===== config.mk =====
export PLATFORM = sky130hd
export DESIGN_NAME = eab_agu_flat
export DESIGN_NICKNAME = d
export VERILOG_FILES = /design/src/rtl/eab_agu_if.sv /design/src/rtl/eab_agu.sv /design/src/flat_wrapper.sv
export SDC_FILE = /design/constraint.sdc
export NUM_CORES = 1
export LEC_CHECK = 0
export ABC_CLOCK_PERIOD_IN_PS = 3800
export CAP_MARGIN = 10
export CORE_MARGIN = 2
export CORE_UTILIZATION = 36
export CTS_BUF_LIST = sky130_fd_sc_hd__clkbuf_16
export DETAILED_ROUTE_END_ITERATION = 10
export PLACE_DENSITY = 0.87
export SLEW_MARGIN = 25
export SYNTH_ARGS = -nofsm -noshare
export SYNTH_HDL_FRONTEND = slang
export SYNTH_SLANG_ARGS = --single-unit

===== constraint.sdc =====
create_clock -name clk -period 3.8 [get_ports clk]
set_clock_uncertainty 0.2 [all_clocks]
set_input_delay 0.76 -clock clk [delete_from_list [all_inputs] [get_ports clk]]
set_output_delay 0.76 -clock clk [all_outputs]
set_load 0.05 [all_outputs]

===== src/rtl/eab_agu_if.sv =====
// Request, memory-read and result signals of the effective-address unit.
// The slave modport is the AGU; the master modport is its requester/memory side.
interface eab_agu_if #(
   parameter int WIDTH  = 16,
   parameter int OFF3_W = 11
);
   logic              req_valid;
   logic              req_ready;
   logic              sel_base;
   logic [1:0]        sel_off;
   logic              indirect;
   logic [WIDTH-1:0]  pc;
   logic [WIDTH-1:0]  ra;
   logic [OFF3_W-1:0] ir;
   logic              mem_req;
   logic [WIDTH-1:0]  mem_addr;
   logic              mem_ack;
   logic [WIDTH-1:0]  mem_data;
   logic              out_valid;
   logic              out_ready;
   logic [WIDTH-1:0]  ea;
   logic              ea_wrap;

   modport slave (
      input  req_valid, sel_base, sel_off, indirect, pc, ra, ir,
      input  mem_ack, mem_data, out_ready,
      output req_ready, mem_req, mem_addr, out_valid, ea, ea_wrap
   );

   modport master (
      output req_valid, sel_base, sel_off, indirect, pc, ra, ir,
      output mem_ack, mem_data, out_ready,
      input  req_ready, mem_req, mem_addr, out_valid, ea, ea_wrap
   );
endinterface


===== src/rtl/eab_agu.sv =====
// LC-3 effective-address unit: base (PC/Ra) + sign-extended IR offset, registered
// behind valid/ready. Define EAB_AGU_INDIRECT_EN to add the indirect pointer fetch.
module eab_agu #(
   parameter int WIDTH  = 16,
   parameter int OFF1_W = 6,
   parameter int OFF2_W = 9,
   parameter int OFF3_W = 11
) (
   input logic      clk,
   input logic      reset,
   eab_agu_if.slave bus
);

`ifdef EAB_AGU_INDIRECT_EN
   typedef enum logic [1:0] {S_IDLE, S_MEM, S_DONE} state_t;
`else
   typedef enum logic [1:0] {S_IDLE, S_DONE} state_t;
`endif

   function automatic logic signed [WIDTH-1:0] sext_off(input logic [OFF3_W-1:0] f,
                                                        input logic [1:0]        sel);
      logic signed [WIDTH-1:0] r;
      case (sel)
         2'b01:   r = {{(WIDTH-OFF1_W){f[OFF1_W-1]}}, f[OFF1_W-1:0]};
         2'b10:   r = {{(WIDTH-OFF2_W){f[OFF2_W-1]}}, f[OFF2_W-1:0]};
         2'b11:   r = {{(WIDTH-OFF3_W){f[OFF3_W-1]}}, f[OFF3_W-1:0]};
         default: r = '0;
      endcase
      return r;
   endfunction

   state_t                  state_q, state_d;
   logic [WIDTH-1:0]        ea_q, ea_d;
   logic                    ea_wrap_q, ea_wrap_d;
   logic [WIDTH-1:0]        base;
   logic signed [WIDTH-1:0] off;
   logic [WIDTH:0]          sum_full;
   logic                    indirect_eff;
   logic                    accept;
   logic                    req_ready_c;
   logic                    out_valid_c;
   logic                    mem_req_c;

`ifdef EAB_AGU_INDIRECT_EN
   logic [WIDTH-1:0]        mem_addr_q, mem_addr_d;
   assign indirect_eff = bus.indirect;
`else
   logic                    unused_mem_inputs;
   assign indirect_eff      = 1'b0;
   assign unused_mem_inputs = ^{bus.indirect, bus.mem_ack, bus.mem_data};
`endif

   assign base     = bus.sel_base ? bus.ra : bus.pc;
   assign off      = sext_off(bus.ir, bus.sel_off);
   assign sum_full = {1'b0, base} + {1'b0, off};

   always_comb begin
      state_d     = state_q;
      ea_d        = ea_q;
      ea_wrap_d   = ea_wrap_q;
      accept      = 1'b0;
      req_ready_c = 1'b0;
      out_valid_c = 1'b0;
      mem_req_c   = 1'b0;
`ifdef EAB_AGU_INDIRECT_EN
      mem_addr_d  = mem_addr_q;
`endif

      case (state_q)
         S_IDLE: begin
            req_ready_c = 1'b1;
            accept      = bus.req_valid;
         end
`ifdef EAB_AGU_INDIRECT_EN
         S_MEM: begin
            mem_req_c = 1'b1;
            if (bus.mem_ack) begin
               ea_d    = bus.mem_data;
               state_d = S_DONE;
            end
         end
`endif
         S_DONE: begin
            out_valid_c = 1'b1;
            req_ready_c = bus.out_ready;
            if (bus.out_ready) begin
               state_d = S_IDLE;
               accept  = bus.req_valid;
            end
         end
         default: state_d = S_IDLE;
      endcase

      if (accept) begin
         ea_d      = sum_full[WIDTH-1:0];
         ea_wrap_d = sum_full[WIDTH];
`ifdef EAB_AGU_INDIRECT_EN
         mem_addr_d = sum_full[WIDTH-1:0];
`endif
         state_d   = indirect_eff ? state_t'(2'd1) : S_DONE;
      end

      // Handshake outputs are forced low for the whole time reset is asserted.
      if (reset) begin
         req_ready_c = 1'b0;
         out_valid_c = 1'b0;
         mem_req_c   = 1'b0;
      end
   end

   always_ff @(posedge clk) begin
      if (reset) begin
         state_q   <= S_IDLE;
         ea_q      <= '0;
         ea_wrap_q <= 1'b0;
`ifdef EAB_AGU_INDIRECT_EN
         mem_addr_q <= '0;
`endif
      end else begin
         state_q   <= state_d;
         ea_q      <= ea_d;
         ea_wrap_q <= ea_wrap_d;
`ifdef EAB_AGU_INDIRECT_EN
         mem_addr_q <= mem_addr_d;
`endif
      end
   end

   assign bus.req_ready = req_ready_c;
   assign bus.out_valid = out_valid_c;
   assign bus.mem_req   = mem_req_c;
   assign bus.ea        = ea_q;
   assign bus.ea_wrap   = ea_wrap_q;
`ifdef EAB_AGU_INDIRECT_EN
   assign bus.mem_addr  = mem_addr_q;
`else
   assign bus.mem_addr  = '0;
`endif

endmodule


===== src/flat_wrapper.sv =====
// flat-port wrapper written by rule: the top's interface ports become plain ports
module eab_agu_flat 
#(
   parameter int WIDTH  = 16,
   parameter int OFF1_W = 6,
   parameter int OFF2_W = 9,
   parameter int OFF3_W = 11
)
  (clk, reset, bus_req_valid, bus_sel_base, bus_sel_off, bus_indirect, bus_pc, bus_ra, bus_ir, bus_mem_ack, bus_mem_data, bus_out_ready, bus_req_ready, bus_mem_req, bus_mem_addr, bus_out_valid, bus_ea, bus_ea_wrap);
  eab_agu_if #(.WIDTH(WIDTH), .OFF3_W(OFF3_W)) bus_i ();
  input logic clk;
  input logic reset;
  input wire logic [$bits(bus_i.req_valid)-1:0] bus_req_valid;
  input wire logic [$bits(bus_i.sel_base)-1:0] bus_sel_base;
  input wire logic [$bits(bus_i.sel_off)-1:0] bus_sel_off;
  input wire logic [$bits(bus_i.indirect)-1:0] bus_indirect;
  input wire logic [$bits(bus_i.pc)-1:0] bus_pc;
  input wire logic [$bits(bus_i.ra)-1:0] bus_ra;
  input wire logic [$bits(bus_i.ir)-1:0] bus_ir;
  input wire logic [$bits(bus_i.mem_ack)-1:0] bus_mem_ack;
  input wire logic [$bits(bus_i.mem_data)-1:0] bus_mem_data;
  input wire logic [$bits(bus_i.out_ready)-1:0] bus_out_ready;
  output wire logic [$bits(bus_i.req_ready)-1:0] bus_req_ready;
  output wire logic [$bits(bus_i.mem_req)-1:0] bus_mem_req;
  output wire logic [$bits(bus_i.mem_addr)-1:0] bus_mem_addr;
  output wire logic [$bits(bus_i.out_valid)-1:0] bus_out_valid;
  output wire logic [$bits(bus_i.ea)-1:0] bus_ea;
  output wire logic [$bits(bus_i.ea_wrap)-1:0] bus_ea_wrap;
  assign bus_i.req_valid = bus_req_valid;
  assign bus_i.sel_base = bus_sel_base;
  assign bus_i.sel_off = bus_sel_off;
  assign bus_i.indirect = bus_indirect;
  assign bus_i.pc = bus_pc;
  assign bus_i.ra = bus_ra;
  assign bus_i.ir = bus_ir;
  assign bus_i.mem_ack = bus_mem_ack;
  assign bus_i.mem_data = bus_mem_data;
  assign bus_i.out_ready = bus_out_ready;
  assign bus_req_ready = bus_i.req_ready;
  assign bus_mem_req = bus_i.mem_req;
  assign bus_mem_addr = bus_i.mem_addr;
  assign bus_out_valid = bus_i.out_valid;
  assign bus_ea = bus_i.ea;
  assign bus_ea_wrap = bus_i.ea_wrap;
  eab_agu #(.WIDTH(WIDTH), .OFF1_W(OFF1_W), .OFF2_W(OFF2_W), .OFF3_W(OFF3_W)) u_core (.clk(clk), .reset(reset), .bus(bus_i));
endmodule

Word-level counts from Yosys, hierarchy flattened
Cells that the tools add are included.
W data, S select, Z words.
- reduce and logical (&&, ||, !) cells: 4
- bitwise gates (word level): 1
- eq/ne operators: 7
- muxes and demuxes: 11
- add/sub/neg operators: 1
- operators by type and width (cell ; count):
    $pmux W16 S3 ; 1
    $add A16 B16 Y17 ; 1
    $mux W16 ; 1
    $mux W1 ; 5
    $eq A2 B1 Y1 const B ; 2
    $eq A2 B2 Y1 const B ; 2
    $pmux W1 S2 ; 2
    $pmux W2 S2 ; 1
    $reduce_and A2 Y1 ; 2
    $ne A3 B2 Y1 const B ; 1
    $logic_not A2 Y1 ; 1
    $mux W2 ; 1
    $ne A2 B1 Y1 const B ; 1
    $ne A2 B2 Y1 const B ; 1
    $reduce_or A2 Y1 ; 1
    $not A1 Y1 ; 1
- output and inout port bits: 36
- logic and storage cells: 28
- register bits after elaboration: 19
- input port bits: 68

Longest topological paths before layout
Gate-level depths: netlist (run 1).
- depth after elaboration: 4
- mapped depth: 12
- gate-level depth less buffers: 10

Worst setup path before layout (run 1)
Ideal clock, no wire load.
- kind: input -> register
- start: input bus_sel_base
- end: register u_core.ea_q[14], in the netlist u_core.bus.ea[14]
- arrival time: 3.484 ns
- cell stages on the path: 11
- required time: 3.509 ns
- setup slack: 0.025 ns
- setup time: 0.091 ns
- path through: buf_2 buf_1 mux2_2 ha_1 fa_1 a21oi_1 nand4b_1 a21o_1 a2111oi_4 or3_1 a311oi_1
- longest elaborated chain between the ends: 2
- ends and longest elaborated chain (item ; RTL line ; source):
    start, declared ; flat_wrapper.sv:14 ; input wire logic [$bits(bus_i.sel_base)-1:0] bus_sel_base;
    $mux W16 ; eab_agu.sv:53 ; assign base = bus.sel_base ? bus.ra : bus.pc;
    $add A16 B16 Y17 ; eab_agu.sv:55 ; assign sum_full = {1'b0, base} + {1'b0, off};
    end signal, assigned ; eab_agu.sv:114 ; ea_q <= '0;
    end signal, assigned ; eab_agu.sv:121 ; ea_q <= ea_d;
    end, declared ; eab_agu.sv:33 ; logic [WIDTH-1:0] ea_q, ea_d;
Every way passes these cells.
A chain may end at the register's enable or synchronous reset.

Worst setup path after layout (run 1)
- start: input bus_sel_off[0]
- end: register u_core.ea_q[15], in the netlist u_core.bus.ea[15]
- longest elaborated chain between the ends: 3
- ends and longest elaborated chain (item ; RTL line ; source):
    start, declared ; flat_wrapper.sv:15 ; input wire logic [$bits(bus_i.sel_off)-1:0] bus_sel_off;
    $eq A2 B2 Y1 or $eq A2 B1 Y1 (tied branches) ; eab_agu.sv:23 ; case (sel)
    $pmux W16 S3 * ; eab_agu.sv:23 ;
    $add A16 B16 Y17 * ; eab_agu.sv:55 ;
Every way passes the cells marked *; elsewhere a longest branch is shown, timed or not.

==> summary.txt, run 1 <==
Outcome
  – Status: complete, no violations

Power and ir drop
  – Total power: 921 uW
  – Pleak: 0.00120 uW
  – PwrDens: 326 nW/um^2
  – VDD IR-drop max: 0.133 mV

Timing
  – WHS: 251 ps
  – Setup repair after global routing missed its margin: false
  – Final Hold Vio Count: 0
  – Max-slew headroom: 52.8%
  – Achievable Freq: 0.286 GHz
  – Final min period: 3500 ps
  – Tcrit/Tclk final: 92.0%
  – Max-slew violations: 0
  – Final setup viols: 0
  – Actual slew at the worst max-slew pin: 708 ps
  – TNS Setup: 0 ps

Clock tree
  – Clock sink total: 18
  – Total clock buffers created by CTS: 3
  – CTS H-tree lvls: 1
  – Clock latency on the worst-skew pair: 240 ps
  – CTS tree: yes
  – Root buf cell: clkbuf_16
  – Setup bufs post-CTS: 0
  – Clock slew at reported path FFs: 50 ps
  – CTS max path bufs: 2

Worst setup path
  – Crit Path Max Fanout: 9
  – Required @ worst endpoint: 3730 ps
  – Worst reg2reg path depth: 5
  – WS Path Type: input port to flip-flop
  – Critical path startpoint category: input port
  – Critical Path AT: 3420 ps
  – Critical path capture point type: flip-flop

Logic synthesis
  – Largest family of logic cells by synthesized area: simple AND/OR/NAND/NOR gates
  – Synth top area cells: dfxtp_1 (19%), ha_1 (7.9%), mux2_2 (7.7%), buf_4 (6.7%), nand2_1 (6.3%)
  – Simple-gate share of the synthesized area: 22.8%
  – Area fraction in compound gates after synthesis: 22.1%
  – Share of the synthesized area in the top cell type: 19.0%
  – Async SR Flop Fraction: 0%
  – Syn Area/Cell: 7.85 um^2
  – Synth cell count leaders: nand2_1 (32), a21oi_1 (18), dfxtp_1 (18)
  – Most frequent cell after synthesis: nand2_1
  – Post-Syn Area: 1900 um^2
  – Most used flip-flop cell after synthesis: dfxtp_1
  – Library cells used by synthesis: 50
  – EDFF count, synth: 0
  – Cells after Synth: 242
  – Xor-xnor portion of the synthesized cell area: 3.69%
  – Mux cell area share after synthesis: 11.7%
  – Adder-Cell Fraction of Synth Area: 10.1%
  – Yosys reg bits: 18
  – Synth Warn #: 0
  – Synth area leader: dfxtp_1
  – Sequential fraction of the synthesis area: 19.0%

Global routing
  – Remaining global-route overflow: 0
  – Vias in the first global route: 1,849
  – Antenna violations before repair: 0
  – Overall Global Routing Usage: 16.4%
  – First-pass GRT wire length: 8250 um
  – Largest net degree at the start of global routing: 24

Die
  – Die Y: 76.7 um
  – Row count: 26
  – Die Wd: 76.7 um
  – Initial Util: 37.2%
  – Num ports: 104
  – Full die area: 5880 um^2
  – Core Region: 5110 um^2

Detailed routing
  – DR iter-0 viols: 77
  – DR pass1 iterations: 4
  – DRC violations left: 0
  – Total number of vias: 1,991
  – Routed wire length: 4900 um
  – Vias per cell: 4.98
  – Post-detailed-route wirelength per cell: 12.2 um
  – Final antenna-violating net count: 0

Worst hold path
  – Hold Crit Class: flip-flop to flip-flop
  – WHS Path Cells: 2

Cells and area
  – Final cell utilization of the core: 55.3%
  – Ant. Diodes: 0
  – Layout Nets: 412
  – Layout cells sized above 1: 15.5%
  – P&R area growth vs syn: 48.5%

Run
  – Max-cap viol count: 0

Placed design
  – RD Place Congestion: 0.914
  – Port Buffers: 68
  – Post-detail-place hpwl: 4070 um
[per-stage QoR]
| stage | cells | instance area (um^2) | worst slack [ps] |
|---|---|---|---|
| after floorplan | 258 | 1960 | 25.2 |
| after global placement | 396 | 2740 | -95.5 |
| after detailed placement | 396 | 2740 | -89.4 |
| after CTS | 400 | 2820 | 149 |
| after global routing | 400 | 2820 | 82.1 |
| final | 400 | 2820 | 303 |
[area by class of cell]
cell class | instances | area (um^2)
fill | 471 | 2280
multi-input combinational | 209 | 1400
timing repair buffer | 94 | 873
sequential | 18 | 360
tap | 70 | 87.6
clock buffer | 3 | 75.1
inverter | 5 | 23.8
clock inverter | 1 | 3.75
[cell usage in the layout, fill, tap and decap left out, types with 3 or more instances in the layout]
master,netlist,layout
nand3b_1,4,4
ha_1,12,12
buf_4,17,28
clkdlybuf4s50_1,0,65
a21o_1,4,4
nor2_1,17,17
o211ai_1,4,4
or3_1,5,5
a311oi_1,3,3
nor3_1,5,5
o21a_1,3,3
nand3_1,5,5
dfxtp_1,18,18
inv_1,4,4
a21oi_1,18,18
conb_1,1,17
o21ai_0,10,10
clkbuf_16,0,3
xnor2_1,8,8
mux2_2,13,13
nor2b_1,10,10
nand2_1,32,32
mux2i_1,6,6
a211oi_1,3,3
[where the power goes]
part | leakage [uW] | switching, uW | internal, uW
clock | 0.0000385 | 69.0 | 140
sequential | 0.000149 | 11.2 | 211
combinational | 0.00101 | 278 | 213
[critical path, stage by stage]
cell and delay (ps):
clkdlybuf4s50_1 470, buf_4 130, mux2i_1 280, o21a_1 250, inv_6 70, ha_1 310
buf_4 160, a21o_1 220, nand2_1 90, a21oi_1 70, nor3_1 340, a211o_1 180
o211ai_1 80
[state kept, by name (all words and copies together), names as in the netlist]
signal              flops
u_core.bus.ea          16
u_core.bus.ea_wrap      1
u_core.state_q          1
[cell families (layout without fill, tap and decap cells)]
kind of cell,count (synthesis),after routing
xor gates and xnor gates,8,8
AOI/OAI and AO/OA,60,60
other,1,17
DFF,18,18
buffers and inverters,31,103
muxes,20,20
adders and majority gates,15,15
and+or+nand+nor,89,89
[per-layer routing]
metal | up-vias | GRT usage [%] | routed length, um
met4 | 0 | 6.55 | 109
met2 | 70 | 27.9 | 2320
met1 | 897 | 21.6 | 2250
met3 | 10 | 1.06 | 217
met5 | - | 0 | 0
li1 | 1014 | - | -
[repair_timing]
item	4_1_cts	5_1_grt
hold buffers	0	0
endpoints found under the setup margin	0	2
gates resized for setup	0	1
[worst paths after layout]
| check | startpoint | to | slack, ps |
|---|---|---|---|
| setup / recovery | bus_sel_off[0] | u_core.bus.ea[15]$_SDFFE_PP0P_ | 300 |
| hold / removal | u_core.bus.ea[9]$_SDFFE_PP0P_ | u_core.bus.ea[9]$_SDFFE_PP0P_ | 250 |
| setup reg to reg | u_core.state_q[0]$_SDFFE_PP0P_ | u_core.bus.ea[13]$_SDFFE_PP0P_ | 1950 |
| hold reg to reg | u_core.bus.ea[9]$_SDFFE_PP0P_ | u_core.bus.ea[9]$_SDFFE_PP0P_ | 250 |
Note: power is estimated with default switching activity, not from simulation.
==> inputs of run 2 (changes only) <==
--- a/config.mk
+++ b/config.mk
@@ -11,6 +11,7 @@
 export CORE_UTILIZATION = 36
 export CTS_BUF_LIST = sky130_fd_sc_hd__clkbuf_16
 export DETAILED_ROUTE_END_ITERATION = 10
+export MAX_ROUTING_LAYER = met4
 export PLACE_DENSITY = 0.87
 export SLEW_MARGIN = 25
 export SYNTH_ARGS = -nofsm -noshare
==> summary.txt, run 2 (same netlist as run 1, synthesis figures left out) <==
Detailed routing
  – Routed wire length: 4840 um
  – Total number of vias: 1,988
  – Final antenna-violating net count: 0
  – DR iter-0 viols: 155
  – DR pass1 iterations: 4
  – Vias per cell: 4.97
  – Post-detailed-route wirelength per cell: 12.1 um
  – DRC violations left: 0

Placed design
  – Pre-CTS WS: -157 ps
  – Port Buffers: 68
  – RD Place Congestion: 0.934
  – Post-detail-place hpwl: 4100 um

Worst setup path
  – Crit-path max cell delay: 480 ps
  – CP Buf/Inv Count: 4
  – Crit path max-delay family: buffers and inverters
  – Worst reg2reg path depth: 5
  – CP Capture Point: u_core.bus.ea[15]$_SDFFE_PP0P_
  – Critical Path AT: 3390 ps
  – Slowest-stage cell, CP: clkdlybuf4s50_1
  – Cell mode on critical path: buf_4
  – WS Path Type: input port to flip-flop
  – CP cell instances: clkdlybuf4s50_1 -> buf_4 -> mux2i_1 -> o21a_1 -> inv_6 -> ha_1 -> buf_4 -> a21o_1 -> nand2_1 -> a21oi_1 -> nor3_1 -> a211o_1 -> o211ai_1
  – Number of cells on the critical path: 13
  – Critical path startpoint category: input port
  – Crit Path Max Fanout: 9
  – Reg2reg end: u_core.bus.ea[15]$_SDFFE_PP0P_
  – R2R setup slack: 2010 ps
  – Required @ worst endpoint: 3720 ps
  – Worst setup path startpoint: bus_sel_off[0]
  – Reg2reg start: u_core.state_q[0]$_SDFFE_PP0P_
  – Critical path capture point type: flip-flop

Timing
  – Max-slew headroom: 62.2%
  – Final setup viols: 0
  – Final Hold Vio Count: 0
  – WHS: 253 ps
  – Setup repair after global routing missed its margin: false
  – Achievable Freq: 0.289 GHz
  – Min setup slack post-route: 336 ps
  – Tcrit/Tclk final: 91.2%
  – Final min period: 3460 ps
  – Max-slew violations: 0
  – Actual slew at the worst max-slew pin: 566 ps

Global routing
  – Largest net degree at the start of global routing: 26
  – Antenna violations before repair: 0
  – Overall Global Routing Usage: 16.9%
  – Vias in the first global route: 1,876
  – First-pass GRT wire length: 8220 um
  – Remaining global-route overflow: 0

Clock tree
  – Clock sink total: 18
  – CTS tree: yes
  – CTS max path bufs: 2
  – CTS H-tree lvls: 1
  – CTS Hold Buffers Added: 0
  – Clock slew at reported path FFs: 50 ps
  – Root buf cell: clkbuf_16
  – Total clock buffers created by CTS: 3
  – Clock latency on the worst-skew pair: 240 ps

Cells and area
  – Layout cells sized above 1: 16.4%
  – P&R area growth vs syn: 49.2%
  – Layout Nets: 413
  – Commonest non-fill, non-tap cells in the layout: clkdlybuf4s50_1 (65), nand2_1 (32), buf_4 (29)
  – Most common cell after layout, fill and taps aside: clkdlybuf4s50_1
  – Max FFs per register: 16
  – Final cell utilization of the core: 55.5%
  – Number of fill cells: 473
  – Ant. Diodes: 0

Run
  – Max-cap viol count: 0

Worst hold path
  – Hold Crit Class: flip-flop to flip-flop

Die
  – Full die area: 5880 um^2
  – Num ports: 104
  – Row count: 26
  – Initial Util: 37.2%
  – Core Region: 5110 um^2
  – Die Y: 76.7 um
  – Die Wd: 76.7 um

Power and ir drop
  – PwrDens: 323 nW/um^2
  – Total power: 917 uW
  – Pleak: 0.00121 uW
  – VDD IR-drop max: 0.124 mV

Outcome
  – Status: complete, no violations
## run 2: cell types whose count changed in the layout (fill, tap and decap cells not counted)
cell,before,now
clkinv_1,1,0
a211oi_2,0,1
a21oi_1,18,17
a21oi_2,0,1
buf_4,28,29
a211oi_1,3,2
## run 2: worst min-delay path by stage
| stage | to | slack [ps] | from | cells past startpoint |
|---|---|---|---|---|
| 2_1_floorplan | u_core.state_q[0]$_SDFFE_PP0P_ | 380 | u_core.state_q[0]$_SDFFE_PP0P_ | 3 |
| 3_3_place_gp | u_core.bus.ea[6]$_SDFFE_PP0P_ | 240 | u_core.bus.ea[6]$_SDFFE_PP0P_ | 2 |
| 3_5_place_dp | u_core.bus.ea[9]$_SDFFE_PP0P_ | 250 | u_core.bus.ea[9]$_SDFFE_PP0P_ | 2 |
| 4_1_cts | u_core.bus.ea[9]$_SDFFE_PP0P_ | 250 | u_core.bus.ea[9]$_SDFFE_PP0P_ | 2 |
| 5_1_grt | u_core.bus.ea[9]$_SDFFE_PP0P_ | 280 | u_core.bus.ea[9]$_SDFFE_PP0P_ | 2 |
| 6_report | u_core.bus.ea[9]$_SDFFE_PP0P_ | 250 | u_core.bus.ea[9]$_SDFFE_PP0P_ | 2 |
## run 2: area by class of cell
cell class	count	area, um^2	area share (%)
tap	70	87.6	3.09
timing repair buffer	95	881	31.1
clock buffer	3	75.1	2.65
inverter	5	23.8	0.838
multi-input combinational	209	1410	49.6
sequential	18	360	12.7
## run 2: timing repair
action	4_1_cts	5_1_grt
gates resized for setup	0	3
setup buffers	0	0
setup endpoints to repair	0	2
## run 2: stage by stage
| stage | cells | area, um^2 | TNS (ps) |
|---|---|---|---|
| final | 400 | 2840 | 0 |
| after global placement | 397 | 2750 | -203 |
| after detailed placement | 397 | 2750 | -315 |
| after global routing | 400 | 2840 | 0 |
| after floorplan | 258 | 1960 | 0 |
| after CTS | 400 | 2820 | 0 |
## run 2: where the power goes
group          leakage, uW  switching (uW)  internal [uW]
Sequential        0.000149            11.0            211
Clock            0.0000370            63.0            138
Combinational      0.00102             279            214
Total              0.00121             353            563
## run 2: worst min-delay path: cells and delay by family, from the launching register on
kind | cells | cell delay [ps]
compound gates | 1 | 50
flops | 1 | 300
simple gates | 1 | 50
## run 2: routing by layer
metal  part of all wire [%]  wire [um]  global-route usage, %  vias to the layer above
li1                       -          -                      -                     1016
met1                     46       2220                   21.8                      904
met2                     49       2390                   29.2                       66
met3                    4.1        198                  0.235                        2
met4                   0.70         34                   4.73                        0
met5                      0          0                      -                        -
==> inputs of run 3 (changes only) <==
--- a/config.mk
+++ b/config.mk
@@ -13,7 +13,7 @@
 export DETAILED_ROUTE_END_ITERATION = 10
 export MAX_ROUTING_LAYER = met4
 export PLACE_DENSITY = 0.87
-export SLEW_MARGIN = 25
+export SLEW_MARGIN = 20
 export SYNTH_ARGS = -nofsm -noshare
 export SYNTH_HDL_FRONTEND = slang
 export SYNTH_SLANG_ARGS = --single-unit
==> results of run 3 <==
Final layout, timing and power as in run 2 (identical DEF).
